File: src/rtl/mips32_mem_dump.sv
// Memory read-back engine: walks a block of 32-bit words through a synchronous
// read port and streams each word out as four bytes, MSB first, on a
// valid/ready byte interface.
//
// state | meaning
// ------+------------------------------------------------------------
// IDLE  | waiting for start
// READ  | read strobe and address presented to the memory
// WAIT  | memory data returns and is captured into the shift register
// SEND  | four bytes offered to the sink, one per handshake
// FIN   | one-cycle done pulse, then back to IDLE
module mips32_mem_dump #(
    parameter int ADDR_W = 10
) (
    input  logic              clk1,
    input  logic              rst_n,
    input  logic              start,
    input  logic [ADDR_W-1:0] base_addr,
    input  logic [ADDR_W-1:0] word_count,
    output logic              busy,
    output logic              done,
    output logic              mem_rd_en,
    output logic [ADDR_W-1:0] mem_addr,
    input  logic [31:0]       mem_rdata,
    output logic [7:0]        tx_data,
    output logic              tx_valid,
    input  logic              tx_ready
);

    typedef enum logic [2:0] {
        S_IDLE,
        S_READ,
        S_WAIT,
        S_SEND,
        S_FIN
    } state_t;

    state_t            r_state;
    logic [ADDR_W-1:0] r_addr;
    logic [ADDR_W-1:0] r_count;
    logic [ADDR_W-1:0] r_mem_addr;
    logic [31:0]       r_shift;
    logic [1:0]        r_byte;
    logic              r_busy;
    logic              r_done;
    logic              r_rd_en;
    logic              r_tx_valid;

    logic              w_hs;
    logic [ADDR_W-1:0] w_next_addr;

    assign w_hs        = r_tx_valid & tx_ready;
    // Address arithmetic wraps naturally at 2**ADDR_W.
    assign w_next_addr = r_addr + ADDR_W'(1);

    assign busy      = r_busy;
    assign done      = r_done;
    assign mem_rd_en = r_rd_en;
    assign mem_addr  = r_mem_addr;
    // The outgoing byte is always the top of the shift register, so it is
    // inherently held while the sink stalls.
    assign tx_data   = r_shift[31:24];
    assign tx_valid  = r_tx_valid;

    // Sequencer with all outputs registered; each output is set on entry to the
    // state that owns it and cleared on exit.
    always_ff @(posedge clk1 or negedge rst_n) begin
        if (!rst_n) begin
            r_state    <= S_IDLE;
            r_addr     <= '0;
            r_count    <= '0;
            r_mem_addr <= '0;
            r_shift    <= '0;
            r_byte     <= '0;
            r_busy     <= 1'b0;
            r_done     <= 1'b0;
            r_rd_en    <= 1'b0;
            r_tx_valid <= 1'b0;
        end else begin
            case (r_state)
                S_IDLE: begin
                    if (start) begin
                        if (word_count != '0) begin
                            r_addr     <= base_addr;
                            r_count    <= word_count;
                            r_mem_addr <= base_addr;
                            r_rd_en    <= 1'b1;
                            r_busy     <= 1'b1;
                            r_state    <= S_READ;
                        end else begin
                            r_done  <= 1'b1;
                            r_state <= S_FIN;
                        end
                    end
                end
                S_READ: begin
                    r_rd_en <= 1'b0;
                    r_state <= S_WAIT;
                end
                S_WAIT: begin
                    r_shift    <= mem_rdata;
                    r_byte     <= 2'd0;
                    r_tx_valid <= 1'b1;
                    r_state    <= S_SEND;
                end
                S_SEND: begin
                    if (w_hs) begin
                        r_shift <= {r_shift[23:0], 8'h00};
                        r_byte  <= r_byte + 2'd1;
                        if (r_byte == 2'd3) begin
                            r_tx_valid <= 1'b0;
                            if (r_count != ADDR_W'(1)) begin
                                r_addr     <= w_next_addr;
                                r_count    <= r_count - ADDR_W'(1);
                                r_mem_addr <= w_next_addr;
                                r_rd_en    <= 1'b1;
                                r_state    <= S_READ;
                            end else begin
                                r_busy  <= 1'b0;
                                r_done  <= 1'b1;
                                r_state <= S_FIN;
                            end
                        end
                    end
                end
                S_FIN: begin
                    r_done  <= 1'b0;
                    r_busy  <= 1'b0;
                    r_state <= S_IDLE;
                end
                default: begin
                    r_state <= S_IDLE;
                end
            endcase
        end
    end

endmodule

File: config.mk
export PLATFORM = sky130hd
export DESIGN_NAME = mips32_mem_dump
export DESIGN_NICKNAME = d
export VERILOG_FILES = /design/src/rtl/mips32_mem_dump.sv
export SDC_FILE = /design/constraint.sdc
export NUM_CORES = 1
export LEC_CHECK = 0
export CAP_MARGIN = 10
export CORE_MARGIN = 2
export CORE_UTILIZATION = 40
export DETAILED_ROUTE_END_ITERATION = 12
export PLACE_DENSITY = 0.67
export SLEW_MARGIN = 5
export SYNTH_ARGS = -nofsm -noshare
export SYNTH_HDL_FRONTEND = slang
export SYNTH_SLANG_ARGS = --single-unit
File: constraint.sdc
create_clock -name clk1 -period 2.5 [get_ports clk1]
set_input_delay 0.75 -clock clk1 [delete_from_list [all_inputs] [get_ports clk1]]
set_output_delay 0.75 -clock clk1 [all_outputs]
set_load 0.05 [all_outputs]
==> flow_summary_export.csv <==
group,metric,value,unit
status,status,"complete, no violations",
clocking,cts_tree,"yes",
timing,setup_viol,0,
timing,min_period,2.374,ns
clocking,root_buffer,"clkbuf_8",
clocking,cts_max_path_buffers,2,
floorplanning,ios,78,
finish,drive_gt1_share,11.01,%
pwr,power_frac_seq,38.3,%
place,placed_cells,517,
drt,routedWlPerCell,15.48,um
pwr,p_sw,1.718,mW
finish,postLayoutCellArea,4405,um^2
pwr,p_clk_share,18.9,%
synth,syn-cell-area,3279,um^2
critical_path,worst_r2r_endpoint,"mem_addr[9]",
critical_path,cp.arrival,1.62,ns
drt,vias,2933,
clocking,cts.clk_slew.worst_paths,0.06,ns
floorplanning,fp.dieW,94.55,um
timing,period_share,94.98,%
place,placed_area,4228,um^2
clocking,htree_levels,3,
hold_path,hold_path_class,"in2async",
critical_path,end_kind,"primary output",
place,io_buffer_count,77,
global_routing,grt_pass1_vias,2793,
critical_path,path_class,"reg2out",
finish,n_antenna_cell,0,
synth,ys_async_sr_fraction,100.0,%
critical_path,required,1.75,ns
global_routing,grt_pass1_wl,13540,um
pwr,vdd_drop_max,0.4312,mV
synth,yosysWarnings,0,
global_routing,gr-total-overflow,0,
drt,wl,8236,um
floorplanning,die_area,8939,um^2
drt,dr.pass1.iters,5,
floorplanning,coreArea,8093,um^2
timing,whs,0.3825,ns
finish,final_cell_mix,"clkdlybuf4s50_1, dfrtp_1, nand2_1",
timing,slew-limit-headroom,45.67,%
pwr,p_int,2.419,mW
critical_path,crit_cells,1,
synth,yosysUniqueCellTypes,52,
critical_path,worstPathMaxFanout,6,
critical_path,slowest_delay,0.84,ns
timing,max_freq,421.2,MHz
pwr,power.share.switching,41.54,%
place,place_congestion,0.8622,
global_routing,antenna_found_initial,0,
place,dp_hpwl,5904,um
clocking,clock-sinks,61,
global_routing,grt_max_degree,62,
drt,drtIter0Drc,222,
drt,drc,0,
timing,hold_viol,0,
critical_path,start_kind,"flip-flop",
finish,regArea,1526,um^2
critical_path,rrSetupSlack,0.33,ns
critical_path,critPathTopFamily,"buffers and inverters",
finish,syn_to_final_growth,34.34,%
drt,antenna_left,0,
critical_path,crit_path_cell_trace,"clkdlybuf4s50_1",
drt,vias_per_cell,5.513,
critical_path,slowest_stage,"clkdlybuf4s50_1",
finish,fillers,774,
pwr,pwr-share-comb,42.8,%
critical_path,rr_worst_depth,7,
synth,synth_edf_count,0,
timing,drv_slew,0,
global_routing,grt_use_total,19.50,%
finish,fin_cells,532,
synth,synth_ff_type,"dfrtp_1",
clocking,clock_latency,0.34,ns
pwr,p_leak,2.019,nW
synth,synth.avg_cell_area,9.533,um^2
synth,synth_nets,404,
clocking,cts_buffers,9,
finish,layout_commonest_cell,"clkdlybuf4s50_1",
timing,clock_skew,0.009858,ns
finish,fin_nets,483,
critical_path,path_buf_inv,1,
critical_path,crit_path_end,"mem_addr[6]",
job,maxCapViolCount,0,
timing,grt_setup_unrepaired,"no",
floorplanning,rows,33,
floorplanning,die_y,94.55,um
synth,ys_seq_area_share,46.55,%
synth,syn_inst,344,
floorplanning,start_util,40.52,%
finish,finalCoreUtilization,54.44,%
synth,synth-seq-cells,61,
critical_path,rr_startpoint,"r_count[1]",
timing,worst_pin_slew,0.8119,ns
critical_path,crit_path_start,"mem_addr[6]",
finish,multi_input_area,1583,um^2
pwr,power_density,939.1,nW/um^2
-- metal layers --
| metal | GRT usage (%) | wire length, um |
|---|---|---|
| met1 | 27.95 | 3876 |
| met5 | 0 | 0 |
| met3 | 2.235 | 344 |
| met4 | 8.696 | 203 |
| met2 | 29.76 | 3812 |
-- worst min-delay path by stage --
stage / start / end / slack (ns) / depth (start not counted)
floorplan: rst_n / busy / 0.45 / 0
global placement: r_shift[29] / r_shift[29] / 0.46 / 2
detailed placement: r_shift[27] / r_shift[27] / 0.47 / 2
CTS: rst_n / r_count[9] / 0.42 / 2
global route: rst_n / mem_addr[3] / 0.44 / 2
finish: rst_n / mem_addr[3] / 0.38 / 2
-- cell type report --
class,instances,share of cell area [%]
inverter,5,0.4260
sequential,61,34.65
clock inverter,4,0.5396
tap,105,2.982
timing repair buffer,99,22.04
clock buffer,11,3.437
multi-input combinational,247,35.93
-- logic make-up after synthesis --
group	synth area share, %
multiplexers	8.012
adder cells (fa/ha/maj)	1.526
buffers and inverters	5.227
flip-flops	46.55
AND/OR/NAND/NOR	16.83
AO/OA/AOI/OAI	21.86
-- Yosys cell counts (3+ instances only) --
library cell	count	share of area, %
buf_2	5	0.76
nand3_1	9	1.4
nand4_1	10	1.9
a22o_1	9	2.4
inv_1	5	0.57
o22ai_1	5	0.95
a41oi_1	10	2.7
nand2b_1	5	0.95
nor2_1	10	1.1
a21oi_1	16	2.4
mux2i_1	24	7.3
o21ai_0	36	5.5
nor4_1	4	0.76
dfrtp_1	61	47
nand2_1	46	5.3
nor3_1	7	1.1
ha_1	4	1.5
clkbuf_1	15	1.7
o31ai_1	5	1.1
o2bb2ai_1	4	1.1
and4_1	3	0.80
buf_4	8	1.8
a31oi_1	7	1.3
buf_1	3	0.34
-- stage by stage --
stage	TNS, ns	worst slack [ns]	power [mW]
after global placement	-0.004122	-0.002981	3.335
after floorplan	0	0.4198	2.781
after global routing	0	0.07317	4.412
after detailed placement	0	0.006911	3.364
after CTS	0	0.06023	4.160
final	0	0.1256	4.137
-- sequential cells by signal, indices dropped and copies added (netlist names) --
signal / count
busy: 1
done: 1
mem_addr: 10
mem_rd_en: 1
r_byte: 2
r_count: 10
r_shift: 32
r_state: 3
tx_valid: 1
-- power by group through the flow --
stage                     registers, mW  logic [mW]  clock network (mW)
final                              1.58        1.77               0.782
after global routing               1.63        1.93               0.852
after CTS                          1.58        1.78               0.807
after detailed placement           1.59        1.77                   0
after global placement             1.59        1.75                   0
after floorplan                    1.79       0.995                   0
-- repair_timing --
item	CTS	global route
setup buffers	0	0
hold buffers	0	0
resized for setup	0	1
endpoints found under the setup margin	0	1
No activity file was read; power rests on OpenSTA's default activity.
